## config.mk

```make
export PLATFORM = sky130hd
export DESIGN_NAME = mcs4_pc_stack
export DESIGN_NICKNAME = d
export VERILOG_FILES = /design/src/rtl/mcs4_pc_stack.sv
export SDC_FILE = /design/constraint.sdc
export NUM_CORES = 1
export LEC_CHECK = 0
export ABC_AREA = 1
export BUFFER_PORTS_ARGS = -buffer_cell sky130_fd_sc_hd__buf_2
export CORE_ASPECT_RATIO = 0.9
export CORE_MARGIN = 5
export CORE_UTILIZATION = 35
export CTS_BUF_LIST = sky130_fd_sc_hd__clkbuf_8
export CTS_CLUSTER_SIZE = 25
export DETAILED_ROUTE_END_ITERATION = 10
export PLACE_DENSITY = 0.53
export SLEW_MARGIN = 30
export SYNTH_ARGS = -nofsm -noshare
export SYNTH_HDL_FRONTEND = slang
export SYNTH_SLANG_ARGS = --single-unit
```

## constraint.sdc

```tcl
create_clock -name clk -period 4.55 [get_ports clk]
set_input_delay 1.1375 -clock clk [delete_from_list [all_inputs] [get_ports clk]]
set_output_delay 1.1375 -clock clk [all_outputs]
set_load 0.02 [all_outputs]
```

## src/rtl/mcs4_pc_stack.sv

```systemverilog
// rtl/mcs4_pc_stack.sv - MCS-4 program counter and circular return stack (optional bank select: MCS4_ROM_BANK_SEL_EN)
module mcs4_pc_stack #(
    parameter int ADDR_W      = 12,
    parameter int PAGE_W      = 8,
    parameter int STACK_DEPTH = 4,
    parameter int CALL_LEN    = 2
) (
    input  logic                                   clk,
    input  logic                                   rst,
    input  logic                                   op_valid,
    input  logic [2:0]                             op,
    input  logic [ADDR_W-1:0]                      target,
    input  logic                                   err_clr,
    output logic [ADDR_W-1:0]                      pc,
    output logic                                   bank,
    output logic [$clog2(STACK_DEPTH+1)-1:0]       depth,
    output logic                                   full,
    output logic                                   empty,
    output logic                                   ovf,
    output logic                                   unf
);
    localparam int DW = $clog2(STACK_DEPTH + 1);
    localparam int PW = $clog2(STACK_DEPTH);
`ifdef MCS4_ROM_BANK_SEL_EN
    localparam int EW = ADDR_W + 1;
`else
    localparam int EW = ADDR_W;
`endif

    localparam logic [2:0] OP_INC       = 3'd1;
    localparam logic [2:0] OP_JUMP      = 3'd2;
    localparam logic [2:0] OP_JUMP_PAGE = 3'd3;
    localparam logic [2:0] OP_CALL      = 3'd4;
    localparam logic [2:0] OP_RET       = 3'd5;
`ifdef MCS4_ROM_BANK_SEL_EN
    localparam logic [2:0] OP_SB0       = 3'd6;
    localparam logic [2:0] OP_SB1       = 3'd7;
`endif

    logic [EW-1:0]     stack [STACK_DEPTH];
    logic [PW-1:0]     wr_ptr;
    logic [PW-1:0]     ptr_inc;
    logic [PW-1:0]     ptr_dec;
    logic [ADDR_W-1:0] pc_plus1;
    logic [ADDR_W-1:0] pc_ret;
    logic [ADDR_W-1:0] pc_page;
    logic [EW-1:0]     push_entry;
    logic [EW-1:0]     pop_entry;

    // Depth need not be a power of two, so the pointer wraps explicitly.
    assign ptr_inc  = (wr_ptr == PW'(STACK_DEPTH - 1)) ? '0 : wr_ptr + 1'b1;
    assign ptr_dec  = (wr_ptr == '0) ? PW'(STACK_DEPTH - 1) : wr_ptr - 1'b1;
    assign pc_plus1 = pc + 1'b1;
    assign pc_ret   = pc + ADDR_W'(CALL_LEN);
    assign pc_page  = {pc_plus1[ADDR_W-1:PAGE_W], target[PAGE_W-1:0]};
    assign pop_entry = stack[ptr_dec];

`ifdef MCS4_ROM_BANK_SEL_EN
    logic bank_r;
    logic bank_pend;
    assign bank       = bank_r;
    assign push_entry = {bank_r, pc_ret};
`else
    assign bank       = 1'b0;
    assign push_entry = pc_ret;
`endif

    always_ff @(posedge clk) begin
        if (!rst) begin
            pc     <= '0;
            depth  <= '0;
            wr_ptr <= '0;
            full   <= 1'b0;
            empty  <= 1'b1;
            ovf    <= 1'b0;
            unf    <= 1'b0;
            for (int i = 0; i < STACK_DEPTH; i++) stack[i] <= '0;
`ifdef MCS4_ROM_BANK_SEL_EN
            bank_r    <= 1'b0;
            bank_pend <= 1'b0;
`endif
        end else begin
            // Clear first so a flag raised by this cycle's op wins.
            if (err_clr) begin
                ovf <= 1'b0;
                unf <= 1'b0;
            end
            if (op_valid) begin
                case (op)
                    OP_INC: pc <= pc_plus1;
                    OP_JUMP: begin
                        pc <= target;
`ifdef MCS4_ROM_BANK_SEL_EN
                        bank_r <= bank_pend;
`endif
                    end
                    OP_JUMP_PAGE: begin
                        pc <= pc_page;
`ifdef MCS4_ROM_BANK_SEL_EN
                        bank_r <= bank_pend;
`endif
                    end
                    OP_CALL: begin
                        stack[wr_ptr] <= push_entry;
                        wr_ptr        <= ptr_inc;
                        pc            <= target;
`ifdef MCS4_ROM_BANK_SEL_EN
                        bank_r <= bank_pend;
`endif
                        if (full) begin
                            ovf <= 1'b1;
                        end else begin
                            depth <= depth + 1'b1;
                            full  <= (depth + 1'b1 == DW'(STACK_DEPTH));
                            empty <= 1'b0;
                        end
                    end
                    OP_RET: begin
                        wr_ptr <= ptr_dec;
                        pc     <= pop_entry[ADDR_W-1:0];
`ifdef MCS4_ROM_BANK_SEL_EN
                        bank_r <= pop_entry[ADDR_W];
`endif
                        if (empty) begin
                            unf <= 1'b1;
                        end else begin
                            depth <= depth - 1'b1;
                            empty <= (depth == DW'(1));
                            full  <= 1'b0;
                        end
                    end
`ifdef MCS4_ROM_BANK_SEL_EN
                    OP_SB0: bank_pend <= 1'b0;
                    OP_SB1: bank_pend <= 1'b1;
`endif
                    default: ;
                endcase
            end
        end
    end
endmodule

```

==> results of run 1 <==
-- cells in the final DEF, fill, tap and decap left out, types with 2 or more instances in the layout --
| master | synthesis | layout |
|---|---|---|
| o21ai_0 | 15 | 15 |
| edfxtp_1 | 48 | 48 |
| a211oi_1 | 2 | 2 |
| nand2_1 | 152 | 152 |
| nor2_4 | 5 | 5 |
| inv_1 | 63 | 64 |
| clkinvlp_4 | 0 | 2 |
| buf_2 | 5 | 37 |
| nand3_1 | 35 | 35 |
| nand4_1 | 4 | 4 |
| nor2_1 | 73 | 73 |
| nor2_2 | 3 | 3 |
| clkinv_1 | 1 | 3 |
| a21oi_1 | 26 | 26 |
| inv_2 | 5 | 5 |
| xnor2_1 | 2 | 2 |
| dfxtp_1 | 21 | 21 |
| nor3_1 | 7 | 7 |
| nand2_2 | 5 | 5 |
| clkbuf_8 | 0 | 9 |
| nand3_2 | 3 | 3 |
| ha_1 | 8 | 8 |
| clkinv_4 | 0 | 2 |
| xor2_1 | 6 | 6 |
-- logic make-up (layout without fill, tap and decap cells) --
logic type	count (synthesis)	count (layout)	synth area share, %
AND/OR/NAND/NOR	289	289	31.9
buffers and inverters	83	122	9.08
flip-flops	69	69	48.1
AO/OA/AOI/OAI	47	47	6.43
adder cells (fa/ha/maj)	8	8	2.59
XOR/XNOR	8	8	1.81
other	1	1	0.0969
-- stage by stage --
stage / cells / utilization [%] / instance area (µm²) / setup slack [ns] / total power [mW]
floorplan: 505 / - / 3870 / 2.03 / 0.837
global placement: 661 / 38.2 / 4130 / 1.68 / 0.892
detailed placement: 661 / 38.2 / 4130 / 1.58 / 0.894
CTS: 677 / 39.8 / 4300 / 1.95 / 1.33
global route: 677 / 39.8 / 4300 / 1.80 / 1.38
finish: 677 / 39.8 / 4300 / 1.93 / 1.32
-- sequential cells by signal (all words and copies together) (netlist names) --
name,cells
full,1
empty,1
pc,12
ovf,1
stack,48
depth,3
wr_ptr,2
unf,1
-- critical path, stage by stage --
cell	delay, ns
buf_2	0.11
inv_1	0.14
nand3_2	0.15
nor2_4	0.14
nand2_4	0.15
inv_2	0.12
nand2_1	0.19
nand2_1	0.46
-- cell usage after synthesis (2+ instances only) --
cell and n:
a211oi_1 2, nand2_1 152, buf_2 5, nand3_2 3
nor2_4 5, nor3_1 7, edfxtp_1 48, nand4_1 4
nand3_1 35, clkbuf_1 2, buf_4 5, nor2_2 3
ha_1 8, buf_6 2, o21ai_0 15, inv_2 5
xnor2_1 2, nand2_2 5, inv_1 63, nor2_1 73
a21oi_1 26, dfxtp_1 21, xor2_1 6
-- report_power, final --
part	leakage, nW	internal, mW	switching, mW
Combinational	1.14	0.0489	0.117
Clock	0.0817	0.194	0.245
Sequential	0.668	0.694	0.0206
Total	1.89	0.937	0.383
-- final cells by class --
class / count / share of cell area [%]
flip-flops and latches: 69 / 43.3
multi-input cells: 353 / 38.6
inverters: 69 / 6.03
repair buffers: 37 / 4.31
well taps: 133 / 3.87
clock buffers: 9 / 2.88
clock inverters: 7 / 1.02
-- routing by layer --
| metal | wire [µm] | global-route usage [%] | up-vias |
|---|---|---|---|
| met3 | 526 | 4.17 | 14 |
| met4 | 164 | 4.21 | 0 |
| met2 | 4620 | 25.7 | 96 |
| met5 | 0 | 0 | - |
| met1 | 5020 | 22.4 | 1547 |
| li1 | - | - | 1671 |
-- worst max-delay path by stage --
stage / startpoint / to / slack [ns] / cells past startpoint
after floorplan: op[1] / stack[0][0] / 2.03 / 8
after global placement: op[1] / stack[0][2] / 1.68 / 8
after detailed placement: op[1] / stack[2][2] / 1.58 / 8
after CTS: op[1] / stack[2][8] / 1.95 / 8
after global routing: op[1] / stack[2][8] / 1.80 / 8
final: op[1] / stack[2][10] / 1.93 / 8
==> impl_metrics.ini, run 1 <==
[floorplanning]
start_util_pct = 35.8
core_area_um2 = 10800
row_count = 36
ioPinCount = 39
die_height_um = 110
die_x_um = 121
dieArea_um2 = 13300

[route]
antenna_left = 0
wirelength_um = 10300
dr.pass1.iters = 5
drt_iter0_drc = 263
vias_per_cell = 4.92
wl_per_cell_um = 15.3
post-route-drc-count = 0
vias = 3328

[setup_path]
critical_path_class = primary input to flip-flop
endpoint_kind = flip-flop
cp.required_ns = 4.53
crit_arrival_ns = 2.60
reg2regPathDepth = 9
r2r_setup_slack_ns = 2.27
path_max_fanout = 15
start_kind = primary input
regToRegEndpoint = pc[6]
rr_startpoint = wr_ptr[0]

[synthesis]
synth.avg_cell_area_um2 = 7.67
synth_top_cell_by_area = edfxtp_1
ys_types = 31
synth.yosys.seq_area_share_pct = 48.1
synthTopCellsByArea = edfxtp_1, nand2_1, dfxtp_1
synth-seq-cells = 69
syn_area_um2 = 3870
yosys_warnings = 0
ys.flop_type = edfxtp_1
syn_inst = 505
synth_top_area_share_pct = 37.2
syn_nets = 532
ys_async_sr_fraction_pct = 0
synth_edf_count = 48

[clock_tree]
worst_skew_pair.late_latency_ns = 0.35
h-tree-depth = 3
clockBufferDepth = 2
hold_buffers = 0
cts_buffers = 9
cts_tree = done
clkTransAtPathRegs_ns = 0.08
cts_root_buffer = clkbuf_8
cts_setup_buffers = 0
clock-sinks = 69
cts_resized = 0

[pwr]
power_density_nw_per_um2 = 307
p_leak_nw = 1.89
ir_worst_vdd_uv = 109

[placement]
gp_congestion = 0.837
portBuffers = 37
dp_hpwl_um = 7640

[timing]
setup_viol_count_final = 0
max_freq_mhz = 382
finalHoldViolCount = 0
period_minus_slack_ns = 2.62
worst_clock_skew_ns = 0.0130
max_slew_margin_pct = 61.1
tightest_slew_ns = 0.583
hold_slack_ns = 0.480
rsz0062_at_grt = no
slew_viol_final = 0
min_period_over_period_pct = 57.5
finalSetupTns_ns = 0

[min_path]
min_from = unf
min_to = unf
holdPathStages = 2
hp-class = flip-flop to flip-flop

[flow_run]
drv_cap = 0

[run_status]
status = completed

[cells_and_area]
final_net_count = 566
areaGrowthSynthToFinish_pct = 11.0
multi_input_area_um2 = 1660
drive_above_1_share_pct = 13.4
seqCellArea_um2 = 1860
nFillCells = 1104
num_antenna_cells = 0

[global_routing]
antenna_found_initial = 0
grt-ovfl-total = 0
grt_max_degree = 26
grt_pass1_vias = 3201
groute.usage.overall_pct = 16.3
grt_pass1_wl_um = 16500
(Power assumes the default switching activity.)
==> inputs of run 2 (changes only) <==
- clock period: 4.55 -> 2.5 ns (I/O delays scaled with it)
==> impl_metrics.ini, run 2 (same netlist as run 1, synthesis figures left out) <==
[global_routing]
antenna_found_initial = 0
grt_pass1_vias = 3252
groute.usage.overall_pct = 16.5
grt_max_degree = 26
grt-ovfl-total = 0
grt_pass1_wl_um = 16800

[clock_tree]
clkTransAtPathRegs_ns = 0.08
h-tree-depth = 3
hold_buffers = 0
clockBufferDepth = 2
cts_root_buffer = clkbuf_8
worst_skew_pair.late_latency_ns = 0.35
cts_buffers = 9
cts_tree = done
clock-sinks = 69
cts_setup_buffers = 0
cts_resized = 0

[setup_path]
r2r_setup_slack_ns = 0.38
crit_start = wr_ptr[0]
slowest_delay_ns = 0.53
endpoint = pc[7]
cp_cell_sequence = inv_2, ha_1, inv_1, nand2_2, nand2_1, nand2_1, nor2_1, nor2_1, nand2_1, nand3_1, a21oi_1
critical_path_class = flip-flop to flip-flop
regToRegEndpoint = pc[7]
reg2regPathDepth = 11
endpoint_kind = flip-flop
crit_arrival_ns = 2.39
cp.required_ns = 2.78
path_max_fanout = 25
crit_top_cell = nand2_1
rr_startpoint = wr_ptr[0]
cp_slowest_cell = dfxtp_1
start_kind = flip-flop

[placement]
dp_hpwl_um = 7650
dp_cells = 667
dpl_cell_area_um2 = 4180
portBuffers = 37
gp_congestion = 0.835

[route]
wirelength_um = 10200
post-route-drc-count = 0
antenna_left = 0
wl_per_cell_um = 14.9
drt_iter0_drc = 165
vias = 3253
dr.pass1.iters = 4
vias_per_cell = 4.76

[cells_and_area]
final_area_um2 = 4340
final_common_cell = nand2_1
reg_top3 = stack: 48 flops, pc: 12 flops, depth: 3 flops
final_net_count = 572
drive_above_1_share_pct = 14.5
regMostFlops = stack
num_antenna_cells = 0
largest_reg_flops = 48
post_layout_nonfiller_instances = 683
areaGrowthSynthToFinish_pct = 12.2
final_cell_mix = nand2_1, nor2_1, inv_1
nFillCells = 1146

[timing]
max_freq_mhz = 473
rsz0062_at_grt = no
slew_viol_final = 0
tightest_slew_ns = 0.582
max_slew_margin_pct = 61.1
period_minus_slack_ns = 2.12
worst_clock_skew_ns = 0.00661
min_period_over_period_pct = 84.6
finalHoldViolCount = 0
setup_viol_count_final = 0
finalSetupTns_ns = 0

[pwr]
p_leak_nw = 1.91
ir_worst_vdd_uv = 291
power_mw = 2.41
power_density_nw_per_um2 = 554

[floorplanning]
row_count = 36
start_util_pct = 35.8
die_x_um = 121
core_area_um2 = 10800
ioPinCount = 39
die_height_um = 110
dieArea_um2 = 13300

[run_status]
status = completed

[flow_run]
drv_cap = 0

[min_path]
hp-class = flip-flop to flip-flop
==> run 2: cell count changes in the layout (fill, tap and decap cells not counted), sizes merged <==
cell | before | now
buf | 37 | 43
clkinvlp | 2 | 3
clkinv | 5 | 4
==> run 2: worst max-delay path, delay by kind of cell, from the launching register on <==
family,cells,cell delay (ns)
AOI/OAI and AO/OA,1,0.12
buffers and inverters,2,0.24
DFF,1,0.53
adders and majority gates,1,0.26
and+or+nand+nor,7,0.91
==> run 2: through the flow <==
stage | hold WS, ns | worst slack [ns] | utilization (%)
finish | 0.479 | 0.384 | 40.2
global route | 0.528 | 0.108 | 40.2
detailed placement | 0.479 | 0.183 | 38.6
global placement | 0.467 | 0.254 | 38.6
floorplan | 0.540 | 0.493 | -
CTS | 0.491 | 0.374 | 40.2
==> run 2: worst min path at each step <==
stage               startpoint  endpoint  slack (ns)  depth (start not counted)
floorplan                  unf       unf        0.54                          2
global placement           unf       unf        0.47                          2
detailed placement         unf       unf        0.48                          2
CTS                        unf       unf        0.49                          2
global route               unf       unf        0.53                          2
finish                     unf       unf        0.48                          2
==> run 2: area by class of cell <==
cell class	instances	area, µm²	share of cell area (%)
Timing Repair Buffer	43	230	5.30
Clock inverter	7	43.8	1.01
Sequential cell	69	1860	42.9
Inverter	69	259	5.96
Multi-Input combinational cell	353	1660	38.2
Tap cell	133	166	3.83
Clock buffer	9	124	2.85
==> run 2: routing by layer <==
metal  part of all wire (%)  track usage, %
met3                    4.1            4.27
met1                     50            22.2
met5                      0               0
met4                   0.45            3.16
met2                     46            27.1
==> run 2: power breakdown <==
part	switching, mW	internal (mW)	total, mW
clock network	0.451	0.352	0.804
logic	0.210	0.0929	0.303
registers	0.0354	1.26	1.30
total	0.697	1.71	2.41
